### src/rtl/mic_capture_ctrl.sv
// ============================================================================
// Module  : mic_capture_ctrl
// Purpose : Stereo PDM mic sequencer: clock divider, warm-up, L/R word capture,
//           valid/ready delivery with sticky overflow.
// Revision: 1.0 - initial release
// ============================================================================
`default_nettype none

module mic_capture_ctrl #(
  parameter int SIZE       = 32,
  parameter int HALF_STD   = 12,
  parameter int HALF_ULTRA = 6,
  parameter int WARMUP     = 64
) (
  input  logic            clk,
  input  logic            rst_n,
  input  logic            enable,
  input  logic            ultra_req,
  input  logic            data_in,
  output logic            mic_clk_out,
  output logic [SIZE-1:0] out_left,
  output logic [SIZE-1:0] out_right,
  output logic            out_valid,
  input  logic            out_ready,
  output logic            overflow,
  input  logic            ovf_clear,
  output logic            ultra_active,
  output logic            busy
);

  localparam int c_CW = $clog2(2 * (HALF_STD + HALF_ULTRA));
  localparam int c_BW = $clog2(SIZE + 1);
  localparam int c_WW = $clog2(WARMUP + 1);

  localparam logic [c_CW-1:0] c_HSTD    = c_CW'(HALF_STD);
  localparam logic [c_CW-1:0] c_HULTRA  = c_CW'(HALF_ULTRA);
  localparam logic [c_CW-1:0] c_GAP_M1  = c_CW'(2 * HALF_STD - 1);
  localparam logic [c_BW-1:0] c_SIZE_M1 = c_BW'(SIZE - 1);
  localparam logic [c_WW-1:0] c_WU_M1   = c_WW'(WARMUP - 1);

  localparam logic [1:0] c_IDLE   = 2'd0;
  localparam logic [1:0] c_WARMUP = 2'd1;
  localparam logic [1:0] c_RUN    = 2'd2;
  localparam logic [1:0] c_GAP    = 2'd3;

  logic [1:0]      r_state;
  logic [c_CW-1:0] r_hcnt;
  logic [c_CW-1:0] r_gcnt;
  logic [c_BW-1:0] r_bcnt;
  logic [c_WW-1:0] r_wcnt;
  logic [SIZE-1:0] r_sh_l;
  logic [SIZE-1:0] r_sh_r;
  logic            r_load;

  logic [c_CW-1:0] w_half;
  logic            w_tick;
  logic            w_rise;
  logic            w_fall;
  logic            w_last_bit;
  logic            w_stop;

  always_comb begin
    w_half     = ultra_active ? c_HULTRA : c_HSTD;
    w_tick     = ((r_state == c_WARMUP) || (r_state == c_RUN)) &&
                 (r_hcnt == (w_half - c_CW'(1)));
    w_rise     = w_tick && !mic_clk_out;
    w_fall     = w_tick && mic_clk_out;
    w_last_bit = (r_state == c_RUN) && w_fall && (r_bcnt == c_SIZE_M1);
    w_stop     = !enable || (ultra_req != ultra_active);
  end

  assign busy = (r_state != c_IDLE);

  always_ff @(posedge clk or negedge rst_n) begin
    if (!rst_n) begin
      r_state      <= c_IDLE;
      r_hcnt       <= '0;
      r_gcnt       <= '0;
      r_bcnt       <= '0;
      r_wcnt       <= '0;
      r_sh_l       <= '0;
      r_sh_r       <= '0;
      r_load       <= 1'b0;
      mic_clk_out  <= 1'b0;
      ultra_active <= 1'b0;
    end else begin
      r_load <= w_last_bit;
      if (w_tick) begin
        r_hcnt      <= '0;
        mic_clk_out <= ~mic_clk_out;
      end else if ((r_state == c_WARMUP) || (r_state == c_RUN)) begin
        r_hcnt <= r_hcnt + c_CW'(1);
      end
      case (r_state)
        c_IDLE: begin
          r_hcnt      <= '0;
          mic_clk_out <= 1'b0;
          if (enable) begin
            r_state      <= c_WARMUP;
            r_wcnt       <= '0;
            ultra_active <= ultra_req;
          end
        end
        c_WARMUP: begin
          // An abort while mic_clk is high waits for its falling tick so the
          // high phase is never shortened.
          if (w_stop && (!mic_clk_out || w_fall)) begin
            r_state     <= c_GAP;
            r_gcnt      <= '0;
            r_hcnt      <= '0;
            mic_clk_out <= 1'b0;
          end else if (w_fall) begin
            if (r_wcnt == c_WU_M1) begin
              r_state <= c_RUN;
              r_wcnt  <= '0;
              r_bcnt  <= '0;
            end else begin
              r_wcnt <= r_wcnt + c_WW'(1);
            end
          end
        end
        c_RUN: begin
          if (w_rise) r_sh_l <= {r_sh_l[SIZE-2:0], data_in};
          if (w_fall) begin
            r_sh_r <= {r_sh_r[SIZE-2:0], data_in};
            if (w_last_bit) begin
              r_bcnt <= '0;
              if (w_stop) begin
                r_state <= c_GAP;
                r_gcnt  <= '0;
              end
            end else begin
              r_bcnt <= r_bcnt + c_BW'(1);
            end
          end
        end
        default: begin
          r_hcnt      <= '0;
          mic_clk_out <= 1'b0;
          if (r_gcnt == c_GAP_M1) begin
            r_gcnt <= '0;
            if (enable) begin
              r_state      <= c_WARMUP;
              r_wcnt       <= '0;
              ultra_active <= ultra_req;
            end else begin
              r_state <= c_IDLE;
            end
          end else begin
            r_gcnt <= r_gcnt + c_CW'(1);
          end
        end
      endcase
    end
  end

  // A completed pair is loaded one cycle after its last right bit.
  always_ff @(posedge clk or negedge rst_n) begin
    if (!rst_n) begin
      out_left  <= '0;
      out_right <= '0;
      out_valid <= 1'b0;
      overflow  <= 1'b0;
    end else begin
      if (r_load && (!out_valid || out_ready)) begin
        out_left  <= r_sh_l;
        out_right <= r_sh_r;
        out_valid <= 1'b1;
      end else if (out_valid && out_ready) begin
        out_valid <= 1'b0;
      end
      if (ovf_clear) begin
        overflow <= 1'b0;
      end else if (r_load && out_valid && !out_ready) begin
        overflow <= 1'b1;
      end
    end
  end

endmodule

`default_nettype wire

### config.mk
export PLATFORM = sky130hd
export DESIGN_NAME = mic_capture_ctrl
export DESIGN_NICKNAME = d
export VERILOG_FILES = /design/src/rtl/mic_capture_ctrl.sv
export SDC_FILE = /design/constraint.sdc
export NUM_CORES = 1
export LEC_CHECK = 0
export BUFFER_PORTS_ARGS = -buffer_cell sky130_fd_sc_hd__buf_2
export CAP_MARGIN = 20
export CORE_UTILIZATION = 52
export CTS_CLUSTER_DIAMETER = 50
export DETAILED_ROUTE_END_ITERATION = 6
export GPL_ROUTABILITY_DRIVEN = 0
export HOLD_SLACK_MARGIN = 0.03
export PLACE_DENSITY = 0.72
export SYNTH_ARGS = -nofsm -noshare
export SYNTH_HDL_FRONTEND = slang
export SYNTH_SLANG_ARGS = --single-unit
### constraint.sdc
create_clock -name clk -period 2.64 [get_ports clk]
set_input_delay 0.66 -clock clk [delete_from_list [all_inputs] [get_ports clk]]
set_output_delay 0.66 -clock clk [all_outputs]
set_load 0.05 [all_outputs]
==> impl_metrics.csv, run 1 <==
group,metric,value,unit
floorplanning,row_count,40,
route,drt_pass1_iterations,4,
critical_path,setup.worst_path.start_class,"flop",
floorplanning,top_level_ports,76,
synthesis,yosysTopAreaCell,"dfrtp_1",
floorplanning,die_y,115,µm
timing,finalHoldViolCount,0,
floorplanning,initial_core_util,54.2,%
final_layout,areaGrowthSynthToFinish,20.5,%
critical_path,cp_data_required_time,2.99,ns
synthesis,yosysWarnings,0,
critical_path,reg2regPathDepth,10,
route,drc,0,
timing,setup_violations,0,
power_and_ir_drop,ir_drop,0.386,mV
synthesis,synth_edf_count,0,
critical_path,reg2reg_slack,0.10,ns
power_and_ir_drop,powerDensity,627,nW/µm²
placement,placed_cells,715,
final_layout,final_common_cell,"dfrtp_1",
worst_hold_path,holdCritPathClass,"input pin to async pin",
clocking,numClockSinks,160,
route,drt-initial-drc-count,196,
critical_path,r2r-end,"r_gcnt[4]",
clocking,cts.clk_slew.worst_paths,0.06,ns
clocking,cts_tree,"built",
run_status,status,"finished clean",
final_layout,finalNetCount,590,
clocking,clock_latency,0.42,ns
route,avgRoutedWirePerCell,15.2,µm
timing,whs,0.190,ns
synthesis,synth-seq-area-share,60.8,%
critical_path,setup.worst_path.start,"r_hcnt[1]",
final_layout,num_antenna_cells,0,
synthesis,synth_top_area_share,60.8,%
clocking,cts_root_buf,"clkbuf_16",
floorplanning,coreArea,12200,µm²
floorplanning,die-area,13100,µm²
synthesis,yosysUniqueCellTypes,45,
clocking,cts_buffer_depth,2,
critical_path,crit_fanout,7,
synthesis,synth_fp_nets,497,
timing,finalCriticalPeriod,2.54,ns
critical_path,crit_path_end,"r_gcnt[4]",
synthesis,async_reset_ff_share,100,%
timing,finalCritPeriodShare,96.2,%
synthesis,synthTopCellsByArea,"dfrtp_1 (61%), mux2_2 (22%), ha_1 (2.1%)",
critical_path,crit_type,"flop to flop",
route,wl,11.4,mm
timing,totalNegativeSetupSlack,0,ns
synthesis,synth_flop_cell,"dfrtp_1",
synthesis,avgSynthCellArea,13.8,µm²
clocking,htree_levels,4,
global_route,grt_pass1_vias,3997,
timing,max_freq,394,MHz
timing,worst_pin_slew,0.544,ns
route,vias,4032,
global_route,grt_pass1_wl,19.1,mm
placement,dp_hpwl,7.41,mm
final_layout,finalNonFillerCells,753,
synthesis,synth_cells,479,
clocking,cts_buffers,17,
final_layout,mostFrequentLayoutCells,"dfrtp_1 (159), mux2_2 (131), buf_2 (74)",
synthesis,syn-cell-area,6590,µm²
synthesis,synth-seq-cells,160,
critical_path,regToRegStartpoint,"r_hcnt[1]",
run,cap_violations,0,
critical_path,worst_setup_path_end_kind,"flop",
power_and_ir_drop,power.leakage,4.18,nW
global_route,grtUsageTotal,18.8,%
floorplanning,die_w,115,µm
global_route,grt_max_degree,60,
route,via_per_inst,5.35,
timing,drv_slew,0,
final_layout,drive_gt1_share,45.5,%
timing,finClkSkew,0.00665,ns
route,antenna_left,0,
global_route,grt.overflow.total,0,
clocking,cts.hold.buffers_added,0,
final_layout,stdcell_area,7930,µm²
global_route,antenna_found_initial,0,
placement,io_buffers,75,
critical_path,cp.arrival,2.89,ns
placement,post_dp_cell_area,7280,µm²
timing,slew-limit-headroom,63.7,%
-- report_power, final --
group,switching [mW],internal (mW)
clock network,0.918,1.52
logic,0.0556,0.0173
registers,0.00405,2.46
-- per-layer routing --
layer  global-route usage (%)  wire, µm
met4                     6.75       130
met1                     24.6      5210
met2                     30.3      5520
met5                        0         0
met3                     5.24       552
-- synthesized netlist by cell type (4+ instances only) --
cell	count
nand2_1	32
clkbuf_1	12
inv_1	9
nor2b_1	4
nand2b_1	5
mux2_2	131
nand3_1	12
nand3b_1	5
ha_1	11
buf_1	6
nor2_1	13
o21ai_0	18
dfrtp_1	160
o31ai_1	6
-- cells by family (layout without fill, tap and decap cells) --
| group | Yosys count | after routing | synth area share (%) |
|---|---|---|---|
| DFF | 160 | 160 | 60.8 |
| adders and majority gates | 11 | 11 | 2.09 |
| muxes | 131 | 131 | 22.4 |
| buffers and inverters | 28 | 134 | 1.71 |
| xor gates and xnor gates | 6 | 6 | 0.912 |
| and+or+nand+nor | 92 | 92 | 7.12 |
| AOI/OAI and AO/OA | 51 | 51 | 4.98 |
-- what timing repair did --
action                                  in CTS  in global routing
endpoints found under the setup margin       2                  3
pin swaps                                    1                  2
hold endpoints to repair                     0                  0
resized for setup                            0                  4
buffers inserted                             4                  2
-- layout make-up --
class                      count  area [µm²]
fill                         905        4230
timing repair buffer          93         579
inverter                       9        33.8
multi-input combinational    291        2500
tap                          168         210
sequential                   160        4010
clock inverter                 8         100
clock buffer                  24         502
-- sequential cells by signal, summed over array words and instances (netlist names) --
name / count
mic_clk_out: 1
out_left: 32
out_right: 32
out_valid: 1
overflow: 1
r_bcnt: 6
r_gcnt: 6
r_hcnt: 6
r_load: 1
r_sh_l: 32
r_sh_r: 32
r_state: 2
r_wcnt: 7
ultra_active: 1
-- worst max-delay path, cell delays in order, from the launching register on --
cell	delay, ns
dfrtp_1	0.39
nand2_1	0.08
o22ai_1	0.14
and4_1	0.23
and2_4	0.18
ha_4	0.17
and3b_1	0.19
a21boi_0	0.13
or3_1	0.40
or4_1	0.48
nand3_1	0.09
-- worst min-delay path by stage --
| stage | startpoint | slack (ns) | endpoint | cells after the start |
|---|---|---|---|---|
| 4_1_cts | rst_n | 0.19 | out_left[22] | 1 |
| 2_1_floorplan | rst_n | 0.36 | mic_clk_out | 0 |
| 3_5_place_dp | r_wcnt[5] | 0.48 | r_wcnt[5] | 1 |
| 6_report | rst_n | 0.19 | out_left[22] | 1 |
| 5_1_grt | rst_n | 0.22 | out_left[21] | 1 |
| 3_3_place_gp | overflow | 0.47 | overflow | 2 |
-- per-stage QoR --
step                total power, mW  utilization, %  setup slack, ns
finish                         4.97            65.2            0.100
CTS                            5.03            65.0           0.0329
global route                   5.15            65.2          -0.0104
global placement               2.58            59.8           0.0502
floorplan                      2.52               -          -0.0246
detailed placement             2.58            59.8          -0.0589
No activity file was read; power rests on OpenSTA's default activity.
==> run 2, diff against run 1 <==
- GPL_TIMING_DRIVEN: default -> 0
- RECOVER_POWER: default -> 100
==> run 2 against run 1 <==
Net effect:
- first-iteration DRC count up 28%
- sequential share of layout area up 0.68 points
- routed wire length up 1.6%
- fmax is 2.0% lower
- via count is 0.69% higher
- clock power grew 2%
- total power rose by 0.81%
- largest cell class unchanged
- hold slack improved by 0.20 ns
- the flow now finishes with violations (capacitance limit, slew limit)
- non-clock buffer count is 10 higher
==> impl_metrics.csv, run 2 (synthesis gave the netlist of run 1 again) <==
group,metric,value,unit
timing,drv_slew,73,
placement,dp_hpwl,7.68,mm
run_status,failed_checks,"capacitance limit, slew limit",
run_status,status,"complete, but fails checks",
final_layout,multi_input_area,2510,µm²
critical_path,critPathTopFamily,"simple AND/OR/NAND/NOR gates",
critical_path,crit_type,"flop to flop",
critical_path,setup.worst_path.start_class,"flop",
final_layout,mostFrequentLayoutCells,"dfrtp_1 (158), mux2_2 (131), clkbuf_1 (76)",
route,drt_pass1_iterations,4,
floorplanning,die-area,13100,µm²
power_and_ir_drop,ir_drop,0.349,mV
critical_path,critPathBufInv,1,
clocking,cts_buffers,17,
route,drc,0,
power_and_ir_drop,totalPowerFinal,5.01,mW
global_route,grt_pass1_wl,19.3,mm
timing,finClkSkew,0.00756,ns
global_route,grtUsageTotal,19.1,%
timing,finalCriticalPeriod,2.59,ns
clocking,numClockSinks,160,
global_route,grt_pass1_vias,4073,
route,via_per_inst,5.34,
power_and_ir_drop,power.leakage,3.85,nW
clocking,cts.hold.buffers_added,0,
floorplanning,row_count,40,
critical_path,slowest_delay,0.47,ns
floorplanning,initial_core_util,54.2,%
timing,setup_violations,0,
final_layout,final_common_cell,"dfrtp_1",
global_route,grt_max_degree,89,
timing,finalCritPeriodShare,98.1,%
critical_path,cp.arrival,2.95,ns
run,cap_violations,1,
timing,slew-limit-headroom,-18.1,%
route,avgRoutedWirePerCell,15.2,µm
timing,max_freq,386,MHz
timing,worst_pin_slew,1.77,ns
timing,finalHoldViolCount,0,
clocking,cts_tree,"built",
critical_path,worst_setup_path_end_kind,"flop",
power_and_ir_drop,powerDensity,640,nW/µm²
route,antenna_left,0,
critical_path,cpMaxStageDelayCell,"or4_1",
critical_path,cp_data_required_time,3.00,ns
floorplanning,die_w,115,µm
final_layout,finalNetCount,600,
clocking,clock_latency,0.42,ns
critical_path,path_cells,"nand2_1, o22ai_1, and4_1, and2_4, ha_4, and3b_1, a21boi_1, or3_1, buf_6, or4_1, nand3_1",
timing,totalNegativeSetupSlack,0,ns
clocking,cts_root_buf,"clkbuf_16",
worst_hold_path,holdCritPathClass,"input pin to flop",
route,wl,11.6,mm
final_layout,fillers,948,
worst_hold_path,whs_path_depth,2,
final_layout,drive_gt1_share,33.2,%
final_layout,num_antenna_cells,0,
clocking,cts_buffer_depth,2,
timing,whs,0.390,ns
global_route,grt.overflow.total,0,
critical_path,reg2regPathDepth,11,
route,vias,4060,
route,drt-initial-drc-count,251,
final_layout,seqCellArea,4010,µm²
clocking,cts.clk_slew.worst_paths,0.06,ns
critical_path,crit_cells,11,
final_layout,areaGrowthSynthToFinish,18.9,%
floorplanning,top_level_ports,76,
floorplanning,coreArea,12200,µm²
clocking,htree_levels,4,
critical_path,crit_fanout,10,
placement,io_buffers,74,
global_route,antenna_found_initial,0,
floorplanning,die_y,115,µm
## run 2: what timing repair did
action / in CTS / in global routing
setup buffers: 3 / 7
setup endpoints to repair: 78 / 22
pin swaps: 2 / 2
resized for setup: 6 / 6
## run 2: area by class of cell
type	count	share of cell area (%)
buffer	18	0.991
clock buffer	20	5.96
clock inverter	10	1.73
inverter	9	0.431
multi-input combinational	291	32.1
sequential	160	51.2
tap	168	2.68
timing repair buffer	85	4.98
## run 2: worst paths after layout
| check | start | slack (ns) | to |
|---|---|---|---|
| max | ultra_active | 0.05 | r_gcnt[4] |
| min | ovf_clear | 0.39 | overflow |
| max reg2reg | ultra_active | 0.05 | r_gcnt[4] |
| min reg2reg | r_wcnt[5] | 0.49 | r_wcnt[5] |
| max in group asynchronous | rst_n | 0.75 | r_hcnt[3] |
| min in group asynchronous | rst_n | 0.72 | out_left[24] |
## run 2: report_power, final
part	internal (mW)	leakage (nW)	switching [mW]	total, mW
Clock	1.55	0.298	0.931	2.48
Sequential	2.46	2.17	0.00393	2.46
Combinational	0.0149	1.38	0.0551	0.0700
## run 2: routing by layer
layer	part of all wire (%)	global-route usage (%)
met1	46	24.2
met2	49	31.4
met3	4.0	4.87
met4	1.6	8.05
met5	0	0
## run 2: through the flow
stage	cells	setup WS (ns)	cell area, µm²	util (%)
global placement	721	-1.62	7190	59.1
floorplan	479	-0.0246	6610	-
global route	761	-0.0697	7830	64.4
finish	761	0.0496	7830	64.4
detailed placement	722	-0.284	7220	59.4
CTS	755	0.00269	7870	64.7
==> run 3, diff against run 2 <==
==> constraint.sdc (replaced) <==
create_clock -name clk -period 2.64 [get_ports clk]
set_input_delay 0.396 -clock clk [delete_from_list [all_inputs] [get_ports clk]]
set_output_delay 0.396 -clock clk [all_outputs]
set_load 0.05 [all_outputs]
==> run 3 against run 2 <==
Net effect:
- the run still ends with capacitance limit, slew limit left
- sequential cell count stayed put
- routed wire length is 0.19% higher
- worst setup slack hardly changed
- clock power hardly changed
- cell count is 0.13% higher
- utilization is 0.082 points higher
- hold slack worse by 0.26 ns
- largest power group unchanged
- first-iteration DRC count is 6.0% higher
- highest routed layer unchanged
==> impl_metrics.csv, run 3 (synthesis gave the netlist of run 1 again) <==
group,metric,value,unit
run_status,status,"complete, but fails checks",
run_status,failed_checks,"capacitance limit, slew limit",
clocking,htree_levels,4,
clocking,cts_buffer_depth,2,
final_layout,areaGrowthSynthToFinish,19.1,%
floorplanning,die_w,115,µm
placement,dp_hpwl,7.68,mm
power_and_ir_drop,ir_drop,0.348,mV
timing,finalCritPeriodShare,98.1,%
global_route,antenna_found_initial,0,
final_layout,mostFrequentLayoutCells,"dfrtp_1 (158), mux2_2 (131), clkbuf_1 (76)",
global_route,grt.overflow.total,0,
route,met2_length,5.68,mm
clocking,cts_buffers,17,
route,avgRoutedWirePerCell,15.2,µm
power_and_ir_drop,power_switching,0.991,mW
power_and_ir_drop,swShare,19.8,%
floorplanning,die-area,13100,µm²
worst_hold_path,whs_path_depth,2,
critical_path,setup.worst_path.start,"ultra_active",
final_layout,fillers,947,
timing,finalCriticalPeriod,2.59,ns
timing,slew-limit-headroom,-17.0,%
power_and_ir_drop,p_int,4.02,mW
power_and_ir_drop,p_seq_share,49.1,%
placement,io_buffers,74,
floorplanning,coreArea,12200,µm²
power_and_ir_drop,totalPowerFinal,5.01,mW
clocking,clock_latency,0.42,ns
route,drt_pass1_iterations,4,
floorplanning,die_y,115,µm
critical_path,slowest_delay,0.47,ns
route,drt-initial-drc-count,266,
power_and_ir_drop,power.leakage,3.86,nW
final_layout,multi_input_area,2510,µm²
critical_path,r2r-end,"r_gcnt[4]",
clocking,cts.clk_slew.worst_paths,0.06,ns
global_route,grt_pass1_vias,4073,
timing,setup_violations,0,
route,vias,4059,
route,drc,0,
critical_path,crit_fanout,10,
timing,drv_slew,73,
final_layout,drive_gt1_share,33.2,%
power_and_ir_drop,clkPwrFrac,49.5,%
timing,max_freq,386,MHz
route,antenna_left,0,
global_route,grt_max_degree,89,
worst_hold_path,worstHoldEndpoint,"overflow",
timing,totalNegativeSetupSlack,0,ns
final_layout,stdcell_area,7840,µm²
final_layout,seqCellArea,4010,µm²
floorplanning,row_count,40,
timing,finClkSkew,0.00694,ns
timing,worst_pin_slew,1.76,ns
critical_path,cp_data_required_time,2.99,ns
critical_path,crit_type,"flop to flop",
timing,finalHoldViolCount,0,
final_layout,finalNetCount,601,
route,routed.top_layer,"met4",
power_and_ir_drop,p_comb_share,1.4,%
critical_path,cpMaxStageDelayCell,"or4_1",
run,cap_violations,1,
critical_path,regToRegStartpoint,"ultra_active",
clocking,cts_tree,"built",
placement,post_dp_cell_area,7220,µm²
global_route,grt_pass1_wl,19.3,mm
final_layout,final_core_util,64.5,%
clocking,cts_root_buf,"clkbuf_16",
route,via_per_inst,5.33,
worst_hold_path,holdCritPathClass,"input pin to flop",
route,wl_met3,464,µm
critical_path,path_cells,"nand2_1, o22ai_1, and4_1, and2_4, ha_4, and3b_1, a21boi_1, or3_1, buf_6, or4_1, nand3_1",
power_and_ir_drop,powerDensity,640,nW/µm²
worst_hold_path,min_from,"ovf_clear",
critical_path,reg2reg_slack,0.05,ns
final_layout,final_common_cell,"dfrtp_1",
global_route,grtUsageTotal,19.1,%
clocking,numClockSinks,160,
critical_path,cp.arrival,2.95,ns
floorplanning,initial_core_util,54.2,%
route,wl,11.6,mm
route,wl_met1,5.30,mm
critical_path,setup.worst_path.start_class,"flop",
critical_path,worst_setup_path_end_kind,"flop",
critical_path,reg2regPathDepth,11,
floorplanning,top_level_ports,76,
final_layout,num_antenna_cells,0,
## run 3: per-stage QoR
stage	setup WS, ns	cells	hold slack (ns)
2_1_floorplan	-0.0246	479	0.100
3_3_place_gp	-1.36	721	0.475
3_5_place_dp	-0.284	722	0.451
4_1_cts	0.00269	756	0.110
5_1_grt	-0.0697	762	0.122
6_report	0.0496	762	0.126
## run 3: critical path, delay by kind of cell (launching register included)
kind                       cells  cell delay (ns)
adders and majority gates      1             0.17
buffers and inverters          1             0.15
DFF                            1             0.40
AOI/OAI and AO/OA              2             0.24
and+or+nand+nor                7             1.56
## run 3: power groups by stage
stage,combinational (mW),clock [mW],sequential (mW)
floorplan,0.0131,0,2.51
detailed placement,0.0749,0,2.51
global placement,0.0662,0,2.51
global route,0.0845,2.62,2.46
CTS,0.0763,2.53,2.46
finish,0.0710,2.48,2.46
## run 3: how the worst max path moves through the flow
| stage | endpoint | depth (start not counted) |
|---|---|---|
| CTS | r_gcnt[4] | 11 |
| finish | r_gcnt[4] | 11 |
| global placement | ultra_active | 1 |
| global route | r_gcnt[4] | 11 |
| detailed placement | r_state[0] | 10 |
| floorplan | r_state[0] | 10 |
## run 3: timing repair
action | 4_1_cts | 5_1_grt
endpoints found under the hold margin | 72 | 0
hold buffers | 1 | 0
setup endpoints to repair | 78 | 22
pin swaps | 2 | 2
setup buffers | 3 | 7
gates resized for setup | 6 | 6
## run 3: final cells by class
class	instances	share of cell area, %
Inverter	9	0.431
Clock buffer	20	5.95
Clock inverter	10	1.72
Tap cell	168	2.68
Buffer	18	0.989
Sequential cell	160	51.1
Timing Repair Buffer	86	5.11
Multi-Input combinational cell	291	32.0
## run 3: metal layers
metal | track usage, % | vias to the layer above
met5 | 0 | -
met4 | 8.05 | 0
met3 | 4.87 | 15
met2 | 31.4 | 79
met1 | 24.2 | 2046
li1 | - | 1919
